$ cat src/rtl/fft_pkg.sv
// fft_pkg
//   Shared definitions for the radix-2 pipelined FFT slice.
//   - DW / NPT       : default word width and DFT frame length.
//   - dft4_state_t   : symbolic names of the frame sequencer states.
//   - sample_t       : signed real sample word.
package fft_pkg;

  localparam int DW  = 8;
  localparam int NPT = 4;

  typedef enum logic [1:0] {
    COLLECT = 2'd0,
    LOAD    = 2'd1,
    DRAIN   = 2'd2
  } dft4_state_t;

  typedef logic signed [DW-1:0] sample_t;

endpackage

$ cat src/rtl/dft4_frame_buffer.sv
// dft4_frame_buffer
//   Holds the four samples of the frame being collected and checks the
//   optional end-of-frame marker.
// Ports
//   clk, rst_n      : clock, synchronous active-low reset
//   wr_en           : a sample handshake happens this cycle
//   wr_data         : sample to store at the current count
//   wr_last         : end-of-frame marker that came with the sample
//   frame_full      : combinational, high on the handshake of the 4th sample
//   frame_err       : registered one-cycle pulse after an early end marker
//   x0..x3          : stored samples, in arrival order
module dft4_frame_buffer
  import fft_pkg::*;
#(
  parameter int DW = fft_pkg::DW
) (
  input  logic          clk,
  input  logic          rst_n,
  input  logic          wr_en,
  input  logic [DW-1:0] wr_data,
  input  logic          wr_last,
  output logic          frame_full,
  output logic          frame_err,
  output logic [DW-1:0] x0,
  output logic [DW-1:0] x1,
  output logic [DW-1:0] x2,
  output logic [DW-1:0] x3
);

  logic [DW-1:0] sbuf [4];
  logic [1:0]    cnt;

  // The 4th sample completes the frame regardless of wr_last; a marker on
  // that sample is legal and simply ignored.
  assign frame_full = wr_en && (cnt == 2'd3);

  assign x0 = sbuf[0];
  assign x1 = sbuf[1];
  assign x2 = sbuf[2];
  assign x3 = sbuf[3];

  // Sample storage and count. An end marker before the 4th sample drops the
  // partial frame by rewinding the count; stale entries are overwritten by
  // the next frame before they are ever read.
  always_ff @(posedge clk) begin
    if (!rst_n) begin
      for (int i = 0; i < 4; i++) begin
        sbuf[i] <= '0;
      end
      cnt       <= 2'd0;
      frame_err <= 1'b0;
    end else begin
      frame_err <= 1'b0;
      if (wr_en) begin
        sbuf[cnt] <= wr_data;
        if (cnt == 2'd3) begin
          cnt <= 2'd0;
        end else if (wr_last) begin
          cnt       <= 2'd0;
          frame_err <= 1'b1;
        end else begin
          cnt <= cnt + 2'd1;
        end
      end
    end
  end

endmodule

$ cat src/rtl/dft4_frame_sequencer.sv
// dft4_frame_sequencer
//   Sequences the 4-point DFT butterfly stage of the pipelined FFT: collects
//   four real samples, drives the even/odd terms into the external
//   combinational butterfly, captures its four results and streams them out.
// Ports
//   clk, rst_n              : clock, synchronous active-low reset
//   s_valid/s_ready/s_data  : input sample stream, s_last optional marker
//   bf_in1..bf_in4          : E0=x0+x2, E1=x0-x2, O0=x1+x3, O1=x1-x3
//   bf_out1..bf_out4        : butterfly results, packed {re, im}
//   m_valid/m_ready/m_data  : output stream, m_index bin, m_last on bin 3
//   busy                    : high while loading or draining
//   frame_err               : one-cycle pulse on a short frame
module dft4_frame_sequencer
  import fft_pkg::*;
#(
  parameter int DW  = fft_pkg::DW,
  parameter int NPT = fft_pkg::NPT
) (
  input  logic          clk,
  input  logic          rst_n,
  input  logic          s_valid,
  output logic          s_ready,
  input  logic [DW-1:0] s_data,
  input  logic          s_last,
  output logic [DW-1:0] bf_in1,
  output logic [DW-1:0] bf_in2,
  output logic [DW-1:0] bf_in3,
  output logic [DW-1:0] bf_in4,
  input  logic [DW-1:0] bf_out1,
  input  logic [DW-1:0] bf_out2,
  input  logic [DW-1:0] bf_out3,
  input  logic [DW-1:0] bf_out4,
  output logic          m_valid,
  input  logic          m_ready,
  output logic [DW-1:0] m_data,
  output logic [1:0]    m_index,
  output logic          m_last,
  output logic          busy,
  output logic          frame_err
);

  if (NPT != 4) begin : g_bad_npt
    $error("dft4_frame_sequencer: NPT must be 4");
  end

  localparam logic [1:0] ST_COLLECT = COLLECT;
  localparam logic [1:0] ST_LOAD    = LOAD;
  localparam logic [1:0] ST_DRAIN   = DRAIN;

  logic [1:0]    state;
  logic          load_phase;
  logic [1:0]    idx;
  logic [DW-1:0] res [4];
  logic          wr_en;
  logic          frame_full;
  logic [DW-1:0] x0, x1, x2, x3;

  // Input is only accepted while collecting, so s_ready is a pure function
  // of state and never of the downstream ready.
  assign s_ready = (state == ST_COLLECT);
  assign wr_en   = s_valid && s_ready;

  dft4_frame_buffer #(
    .DW(DW)
  ) u_buffer (
    .clk       (clk),
    .rst_n     (rst_n),
    .wr_en     (wr_en),
    .wr_data   (s_data),
    .wr_last   (s_last),
    .frame_full(frame_full),
    .frame_err (frame_err),
    .x0        (x0),
    .x1        (x1),
    .x2        (x2),
    .x3        (x3)
  );

  // Output side is decoded from state; outside DRAIN the data word is forced
  // to zero so nothing stale is presented while m_valid is low.
  assign busy    = (state == ST_LOAD) || (state == ST_DRAIN);
  assign m_valid = (state == ST_DRAIN);
  assign m_index = idx;
  assign m_last  = (state == ST_DRAIN) && (idx == 2'd3);
  assign m_data  = (state == ST_DRAIN) ? res[idx] : '0;

  // Frame sequencer. LOAD spends two cycles: the first registers the E/O
  // terms from the buffer once the 4th sample has landed in it, the second
  // lets the butterfly settle on those registered terms and captures its
  // results. This places the first output two cycles after the 4th input
  // handshake and gives a 10-cycle frame period with m_ready held high.
  // The E/O sums are formed one bit wider and wrap back to DW bits.
  always_ff @(posedge clk) begin
    if (!rst_n) begin
      state      <= ST_COLLECT;
      load_phase <= 1'b0;
      idx        <= 2'd0;
      bf_in1     <= '0;
      bf_in2     <= '0;
      bf_in3     <= '0;
      bf_in4     <= '0;
      for (int i = 0; i < 4; i++) begin
        res[i] <= '0;
      end
    end else begin
      case (state)
        ST_COLLECT: begin
          if (frame_full) begin
            state <= ST_LOAD;
          end
        end
        ST_LOAD: begin
          if (!load_phase) begin
            bf_in1     <= DW'({x0[DW-1], x0} + {x2[DW-1], x2});
            bf_in2     <= DW'({x0[DW-1], x0} - {x2[DW-1], x2});
            bf_in3     <= DW'({x1[DW-1], x1} + {x3[DW-1], x3});
            bf_in4     <= DW'({x1[DW-1], x1} - {x3[DW-1], x3});
            load_phase <= 1'b1;
          end else begin
            res[0]     <= bf_out1;
            res[1]     <= bf_out2;
            res[2]     <= bf_out3;
            res[3]     <= bf_out4;
            load_phase <= 1'b0;
            idx        <= 2'd0;
            state      <= ST_DRAIN;
          end
        end
        ST_DRAIN: begin
          if (m_ready) begin
            if (idx == 2'd3) begin
              idx   <= 2'd0;
              state <= ST_COLLECT;
            end else begin
              idx <= idx + 2'd1;
            end
          end
        end
        default: begin
          state      <= ST_COLLECT;
          load_phase <= 1'b0;
          idx        <= 2'd0;
        end
      endcase
    end
  end

endmodule

$ cat config.mk
export PLATFORM = sky130hd
export DESIGN_NAME = dft4_frame_sequencer
export DESIGN_NICKNAME = d
export VERILOG_FILES = /design/src/rtl/fft_pkg.sv /design/src/rtl/dft4_frame_buffer.sv /design/src/rtl/dft4_frame_sequencer.sv
export SDC_FILE = /design/constraint.sdc
export NUM_CORES = 1
export LEC_CHECK = 0
export ABC_AREA = 0
export CAP_MARGIN = 20
export CORE_ASPECT_RATIO = 0.8
export CORE_UTILIZATION = 55
export CTS_CLUSTER_SIZE = 20
export DETAILED_ROUTE_END_ITERATION = 10
export PLACE_DENSITY = 0.82
export SKIP_CTS_REPAIR_TIMING = 1
export SYNTH_ARGS = -nofsm -noshare
export SYNTH_HDL_FRONTEND = slang
export SYNTH_SLANG_ARGS = --single-unit
$ cat constraint.sdc
create_clock -name clk -period 6.23 [get_ports clk]
set_input_delay 1.869 -clock clk [delete_from_list [all_inputs] [get_ports clk]]
set_output_delay 1.869 -clock clk [all_outputs]
set_load 0.03 [all_outputs]
==> reports/qor.yml, run 1 <==
outcome: "finished clean"
grt_pass1_vias: 3817
ys_seq_area_frac: 0.5049
num_rows: 31
htreeDepth: 3
die-area_sq_mm: 0.01021
fillCellCount: 665
ios: 92
critPathKind: "reg2out"
regArea_sq_mm: 0.002723
rsz0062_at_grt: "no"
start_util: 0.5817
dominantRegCellSynth: "edfxtp_1"
min_period_over_period: 0.6834
antenna_found_initial: 0
worstPathMaxFanout: 8
cts.sinks: 104
cts_made_buffers: 9
peakVddDrop_mv: 0.1266
synth_fp_nets: 575
setup_viol: 0
synth_top_cell_area_share: 0.3564
fin_util: 0.7158
multi_input_area_sq_mm: 0.002426
gp_congestion: 0.9031
ys_top_cells_by_area: "edfxtp_1 (36%), dfxtp_1 (15%), and2_1 (8.5%)"
grt_pass1_wl_um: 19220
required_ns: 4.36
drt_iter0_drc: 361
clock_latency_ns: 0.35
overflow: 0
finalCriticalPeriod_ns: 4.257
final_area_sq_mm: 0.006635
clk_pin_slew_ns: 0.07
n_antenna_cell: 0
ant_nets: 0
min_path_type: "reg2reg"
drv_slew: 0
drc: 0
ys_seq_elements: 104
worst_ep_arrival_time_ns: 2.39
num_vias: 3949
root_buffer: "clkbuf_16"
cts.path.max_buffers: 2
start_kind: "flop"
yosysTopAreaCell: "edfxtp_1"
wl_per_cell_um: 16.87
track_usage: 0.2430
hold_viol: 0
dp_slack_ns: 1.827
io_buffers: 91
viasPerCell: 5.698
ys.warnings.count: 0
syn_avg_cell_area_sq_um: 10.96
drt-pass1-iter-count: 5
wl_um: 11690
placed_area_sq_mm: 0.006342
cp-end-kind: "primary output"
fin_setup_tns_ns: 0
die_y_um: 90.57
core_sq_mm: 0.009270
cts_tree: "built"
fmax_ghz: 0.2349
tightest_slew_ns: 0.8371
layout-drive-gt1-share: 0.06574
powerDensity_mw_per_mm2: 248.9
p_leak_nw: 2.499
synth_edf_count: 64
hpwlAfterDp_um: 8665
nets: 656
synth-async-reset-ratio: 0
grt_max_degree: 40
setup_ws_ns: 1.973
synth_cells: 492
yosysUniqueCellTypes: 52
max_slew_margin: 0.4402
synthesis.area_sq_mm: 0.005393
p_total_mw: 1.652
maxCapViolCount: 0
syn_to_final_growth_pct: 23.04
die_w_um: 112.7
finClkSkew_ns: 0.008644
-- cells in the mapped netlist, types with 3 or more instances --
library cell   n
o21a_1         6
clkbuf_1       9
fa_1           4
nand3_1        6
a311oi_1       5
nor2b_1        8
o22ai_1        4
buf_4          5
o21bai_1       5
mux4_2         8
a21oi_1       21
xor2_1         5
inv_1         29
xnor2_1       10
buf_2          9
nand2b_1       7
ha_1          34
or3_1          5
o21ai_0       21
nor2_1        34
a211oi_1       9
dfxtp_1       40
nand2_1       30
nor3b_1        3
edfxtp_1      64
and2_1        73
-- through the flow --
step           std cells  hold slack [ns]
4_1_cts              692           0.4623
3_5_place_dp         676           0.4455
2_1_floorplan        492           0.4759
5_1_grt              693           0.4899
6_report             693           0.4621
3_3_place_gp         676           0.4374
-- flip-flops by register name (all words and copies together) (netlist names), named ones only --
name,flops
load_phase,1
bf_in3,8
bf_in2,7
res,32
u_buffer.sbuf,32
m_index,2
u_buffer.frame_err,1
u_buffer.cnt,2
state,2
bf_in4,7
bf_in1,8
-- layout make-up --
type | instances | area share
Sequential cell | 104 | 0.4103
Multi-Input combinational cell | 333 | 0.3656
Timing Repair Buffer | 96 | 0.1429
Clock buffer | 9 | 0.03394
Tap cell | 115 | 0.02169
Inverter | 29 | 0.01641
Clock inverter | 7 | 0.009051
-- power by group --
part | switching [mW] | internal (mW) | leakage [nW]
clock network | 0.274 | 0.280 | 0.143
logic | 0.172 | 0.132 | 1.37
registers | 0.0243 | 0.769 | 0.986
-- cells in the final DEF (no fill, tap or decap), types with 8 or more instances in the layout --
master and n:
inv_1 29, clkdlybuf4s50_1 91, dfxtp_1 40, nor2b_1 8, edfxtp_1 64, and2_1 73
o21ai_0 21, mux4_2 8, clkbuf_16 9, xnor2_1 10, a211oi_1 9, nor2_1 34
ha_1 34, a21oi_1 21, nand2_1 30
-- layer usage --
metal | track usage | part of all wire
met2 | 0.3632 | 0.45
met1 | 0.3529 | 0.46
met3 | 0.04631 | 0.076
met4 | 0.08667 | 0.018
met5 | 0 | 0
-- worst paths after layout --
path	cells past startpoint	to	from	slack, ns
max	3	m_data[0]	flop	1.97
min	2	bf_in1[7]	bf_in1[7]	0.46
max reg2reg	5	u_buffer.sbuf[2][5]	state[0]	3.96
min reg2reg	2	bf_in1[7]	bf_in1[7]	0.46
-- critical path, stage by stage (launching register included) --
cell,delay (ns)
dfxtp_1,0.68
mux4_2,0.57
and2_1,0.18
clkdlybuf4s50_1,0.62
-- cell families (layout without fill, tap and decap cells) --
family / after synthesis / in the layout / synth area share
adder cells (fa/ha/maj): 38 / 38 / 0.09374
XOR/XNOR: 15 / 15 / 0.02436
AND/OR/NAND/NOR: 181 / 181 / 0.1849
multiplexers: 11 / 11 / 0.03921
flip-flops: 104 / 104 / 0.5049
buffers and inverters: 55 / 141 / 0.04524
AO/OA/AOI/OAI: 88 / 88 / 0.1077
(Power assumes the default switching activity.)
==> run 2: changes to the inputs <==
Settings changed: CORE_UTILIZATION 55 to 48, PLACE_DENSITY 0.82 to 0.76.
Clock period 6.23 ns to 3.85 ns, I/O delays scaled along.
==> run 2 against run 1 <==
Combinational power is 62% higher. Worst hold slack worse by 0.0049 ns. Register-to-register slack worse by 2.4 ns. Total power is 64% higher. Via count is 2.7% lower. Cell area is 0.96% higher. Global-route usage is 3.4 points lower.
==> reports/qor.yml, run 2 (synthesis results as in run 1) <==
peakVddDrop_mv: 0.2235
hpwlAfterDp_um: 8693
start_util: 0.4952
ant_nets: 0
overflow: 0
p_seq_frac: 0.475
cts.path.max_buffers: 2
rsz0062_at_grt: "no"
fmax_ghz: 0.2859
clock_latency_ns: 0.35
clk_pin_slew_ns: 0.07
pwr-share-comb: 0.182
min_from: "bf_in4[1]"
critPathKind: "reg2out"
nets: 657
fin_setup_tns_ns: 0
critPathMaxStageDelay_ns: 0.67
grt_pass1_vias: 3777
p_leak_nw: 2.504
r2r-start: "state[0]"
start_kind: "flop"
die_y_um: 96.81
htreeDepth: 3
hold_viol: 0
largestRegisters: "res (32), u_buffer.sbuf (32)"
min_period_over_period: 0.9085
required_ns: 2.69
ff2ff_path_depth: 5
viasPerCell: 5.317
r2r_end: "u_buffer.sbuf[2][4]"
worstPathMaxFanout: 8
p_total_mw: 2.701
cts_made_buffers: 9
root_buffer: "clkbuf_16"
outcome: "finished clean"
drt-pass1-iter-count: 5
wl_per_cell_um: 15.84
hold_depth: 2
path_buf_inv: 1
slowest_stage: "dfxtp_1"
tightest_slew_ns: 0.5498
syn_to_final_growth_pct: 24.22
grt_max_degree: 39
final_cell_mix: "clkdlybuf4s50_1 (91), and2_1 (73), edfxtp_1 (64), dfxtp_1 (40)"
pwr-share-clk: 0.343
ios: 92
swShare: 0.2700
cts_tree: "built"
die_w_um: 120.5
gp_congestion: 0.8703
n_antenna_cell: 0
drv_slew: 0
setup_viol: 0
maxCapViolCount: 0
track_usage: 0.2094
max_slew_margin: 0.6329
whs_endpoint: "bf_in4[1]"
drt_iter0_drc: 187
num_vias: 3844
finalCriticalPeriod_ns: 3.498
crit_family: "flip-flops"
grt_pass1_wl_um: 18800
cts.sinks: 104
die-area_sq_mm: 0.01167
layout-drive-gt1-share: 0.06563
cp-end-kind: "primary output"
antenna_found_initial: 0
wl_um: 11450
intPower_mw: 1.972
core_sq_mm: 0.01089
num_rows: 34
io_buffers: 91
mostFrequentLayoutCell: "clkdlybuf4s50_1"
critical_path.cell_chain: "mux4_2 -> and2_1 -> clkdlybuf4s50_1"
worst_ep_arrival_time_ns: 2.34
drc: 0
p_switching_mw: 0.7292
reg2reg_slack_ns: 1.53
min_path_type: "reg2reg"
finClkSkew_ns: 0.009455
powerDensity_mw_per_mm2: 403.2
[run 2: area by class of cell]
cell class | count | area [sq um]
Timing Repair Buffer | 97 | 955.9
Inverter | 29 | 108.9
Clock inverter | 6 | 76.32
Tap cell | 144 | 180.2
Sequential cell | 104 | 2723
Multi-Input combinational cell | 333 | 2426
Clock buffer | 10 | 229.0
Fill cell | 902 | 4192
[run 2: worst max path at each step]
stage,to,cells after the start,from,slack [ns]
2_1_floorplan,res[0][0],3,rst_n,1.23
3_3_place_gp,m_data[0],3,flop,0.70
3_5_place_dp,m_data[0],3,flop,0.68
4_1_cts,m_data[0],3,flop,0.29
5_1_grt,m_data[0],3,flop,0.21
6_report,m_data[0],3,flop,0.35
[run 2: worst register-to-register path, stage by stage (launching register included)]
cell      delay (ns)
dfxtp_1         0.35
inv_1           0.10
ha_1            0.38
nand3_1         0.27
nor3b_2         0.45
nand2b_1        0.43
[run 2: routing by layer]
metal,track usage,wire (um),up-vias
li1,-,-,1879
met2,0.3117,5051,131
met3,0.04658,529,15
met4,0.07123,179,0
met1,0.3015,5689,1819
met5,0,0,-
[run 2: power groups by stage]
| stage | logic (mW) | clock network (mW) | registers [mW] |
|---|---|---|---|
| after global routing | 0.535 | 0.995 | 1.29 |
| after CTS | 0.492 | 0.948 | 1.28 |
| after global placement | 0.478 | 0 | 1.30 |
| final | 0.492 | 0.926 | 1.28 |
| after detailed placement | 0.489 | 0 | 1.31 |
| after floorplan | 0.259 | 0 | 1.36 |
[run 2: through the flow]
| step | hold slack, ns | std cells | worst slack (ns) | utilization | area, sq um |
|---|---|---|---|---|---|
| after CTS | 0.4600 | 723 | 0.2942 | 0.6151 | 6699 |
| final | 0.4572 | 723 | 0.3523 | 0.6151 | 6699 |
| after global routing | 0.4806 | 723 | 0.2066 | 0.6151 | 6699 |
| after floorplan | 0.4759 | 492 | 1.230 | - | 5393 |
| after detailed placement | 0.4441 | 707 | 0.6847 | 0.5871 | 6394 |
| after global placement | 0.4364 | 707 | 0.7015 | 0.5871 | 6394 |
==> run 3: changes to the inputs <==
Settings changed: CORE_ASPECT_RATIO 0.8 to 1.5, CTS_CLUSTER_SIZE 20 to default.
==> run 3 against run 2 <==
Worst hold slack lost 0.0026 ns. Global-route usage shrank 1.3 points. Combinational power shrank 2%. Final cell count grew 0.41%. Clock power shrank 8.3%. Utilization shrank 0.89 points. Count of clock-buffer cells in the layout is the same. Sequential power is essentially flat. Fmax is essentially flat. First-iteration DRC count shrank 56%. Critical path type unchanged. Highest routed layer unchanged.
==> reports/qor.yml, run 3 (synthesis results as in run 1) <==
outcome: "finished clean"
cts_made_buffers: 9
tightest_slew_ns: 0.5406
grt_pass1_vias: 3861
hold_viol: 0
wl_per_cell_um: 14.34
root_buffer: "clkbuf_16"
rsz0062_at_grt: "no"
p_seq_frac: 0.490
p_switching_mw: 0.7075
core_sq_mm: 0.01100
slowest_stage: "dfxtp_1"
gp_congestion: 0.8655
setup_ws_ns: 0.3555
fillCellCount: 922
fmax_ghz: 0.2862
intPower_mw: 1.899
drt-pass1-iter-count: 5
dp_slack_ns: 0.6768
drt_iter0_drc: 82
final_cell_mix: "clkdlybuf4s50_1 (91), and2_1 (73), edfxtp_1 (64), dfxtp_1 (40)"
cts.path.max_buffers: 2
nets: 657
max_slew_margin: 0.6391
cp-end-kind: "primary output"
mostFrequentLayoutCell: "clkdlybuf4s50_1"
worst_ep_arrival_time_ns: 2.34
critical_path.cell_chain: "mux4_2 -> and2_1 -> clkdlybuf4s50_1"
wl_um: 10410
num_rows: 47
largestRegisters: "res (32), u_buffer.sbuf (32)"
cts_tree: "built"
clock_latency_ns: 0.34
finClkSkew_ns: 0.006699
hpwlAfterDp_um: 8017
drc: 0
drv_slew: 0
required_ns: 2.69
powerDensity_mw_per_mm2: 391.1
min_path_type: "reg2reg"
critPathMaxStageDelay_ns: 0.66
clk_pin_slew_ns: 0.07
fin_setup_tns_ns: 0
layout-drive-gt1-share: 0.06218
ant_nets: 0
die_w_um: 88.55
overflow: 0
start_util: 0.4904
num_vias: 3792
grt_max_degree: 39
finalCriticalPeriod_ns: 3.494
htreeDepth: 3
die-area_sq_mm: 0.01167
track_usage: 0.1964
ios: 92
peakVddDrop_mv: 0.2548
viasPerCell: 5.223
min_period_over_period: 0.9077
p_leak_nw: 2.493
die_y_um: 131.8
start_kind: "flop"
worstPathMaxFanout: 8
n_antenna_cell: 0
grt_pass1_wl_um: 17470
swShare: 0.2714
pwr-share-comb: 0.184
maxCapViolCount: 0
syn_to_final_growth_pct: 23.62
io_buffers: 91
pwr-share-clk: 0.326
setup_viol: 0
antenna_found_initial: 0
cts.sinks: 104
critPathKind: "reg2out"
-- run 3: cell count changes in the layout (fill, tap and decap cells not counted) --
| cell | previous run | this run |
|---|---|---|
| clkinv_8 | 1 | 0 |
| buf_2 | 0 | 1 |
| clkinv_4 | 0 | 1 |
| clkinvlp_4 | 1 | 0 |
| clkinvlp_2 | 1 | 0 |
| buf_4 | 6 | 5 |
| inv_6 | 2 | 3 |
| clkinv_1 | 0 | 2 |
| bufinv_16 | 1 | 0 |
-- run 3: critical path: cells and delay by family, from the launching register on --
kind / cells / cell delay [ns]
buffers and inverters: 1 / 0.59
DFF: 1 / 0.66
muxes: 1 / 0.57
and+or+nand+nor: 1 / 0.17
-- run 3: cell type report --
class	count	area [sq um]	share of cell area
repair buffers	97	953.4	0.1430
clock inverters	6	42.54	0.006381
multi-input cells	333	2426	0.3639
flip-flops and latches	104	2723	0.4084
well taps	147	183.9	0.02759
inverters	29	108.9	0.01633
clock buffers	10	229.0	0.03435
-- run 3: final timing paths --
path / depth (start not counted) / from / end / slack, ns
worst min-delay path: 2 / bf_in2[1] / bf_in2[1] / 0.45
worst max register to register: 5 / state[0] / u_buffer.sbuf[2][6] / 1.60
worst max-delay path: 3 / flop / m_data[0] / 0.36
worst min register to register: 2 / bf_in2[1] / bf_in2[1] / 0.45
-- run 3: power by group through the flow --
stage	combinational, mW	sequential, mW	clock, mW
4_1_cts	0.483	1.28	0.860
3_3_place_gp	0.472	1.30	0
2_1_floorplan	0.259	1.36	0
5_1_grt	0.528	1.29	0.912
3_5_place_dp	0.481	1.30	0
6_report	0.481	1.28	0.849
-- run 3: per-layer routing --
metal,GRT usage,vias up,share of wire
met1,0.2075,1754,0.37
met5,0,-,0
met3,0.04634,27,0.051
li1,-,1886,-
met2,0.3504,125,0.54
met4,0.1030,0,0.035
-- run 3: stage by stage --
stage	area, sq um	instances	hold WS (ns)	utilization	total power [mW]
2_1_floorplan	5393	492	0.4759	-	1.615
3_3_place_gp	6390	709	0.4347	0.5811	1.772
3_5_place_dp	6390	709	0.4486	0.5811	1.784
4_1_cts	6661	725	0.4593	0.6058	2.622
5_1_grt	6666	726	0.4817	0.6062	2.726
6_report	6666	726	0.4546	0.6062	2.607
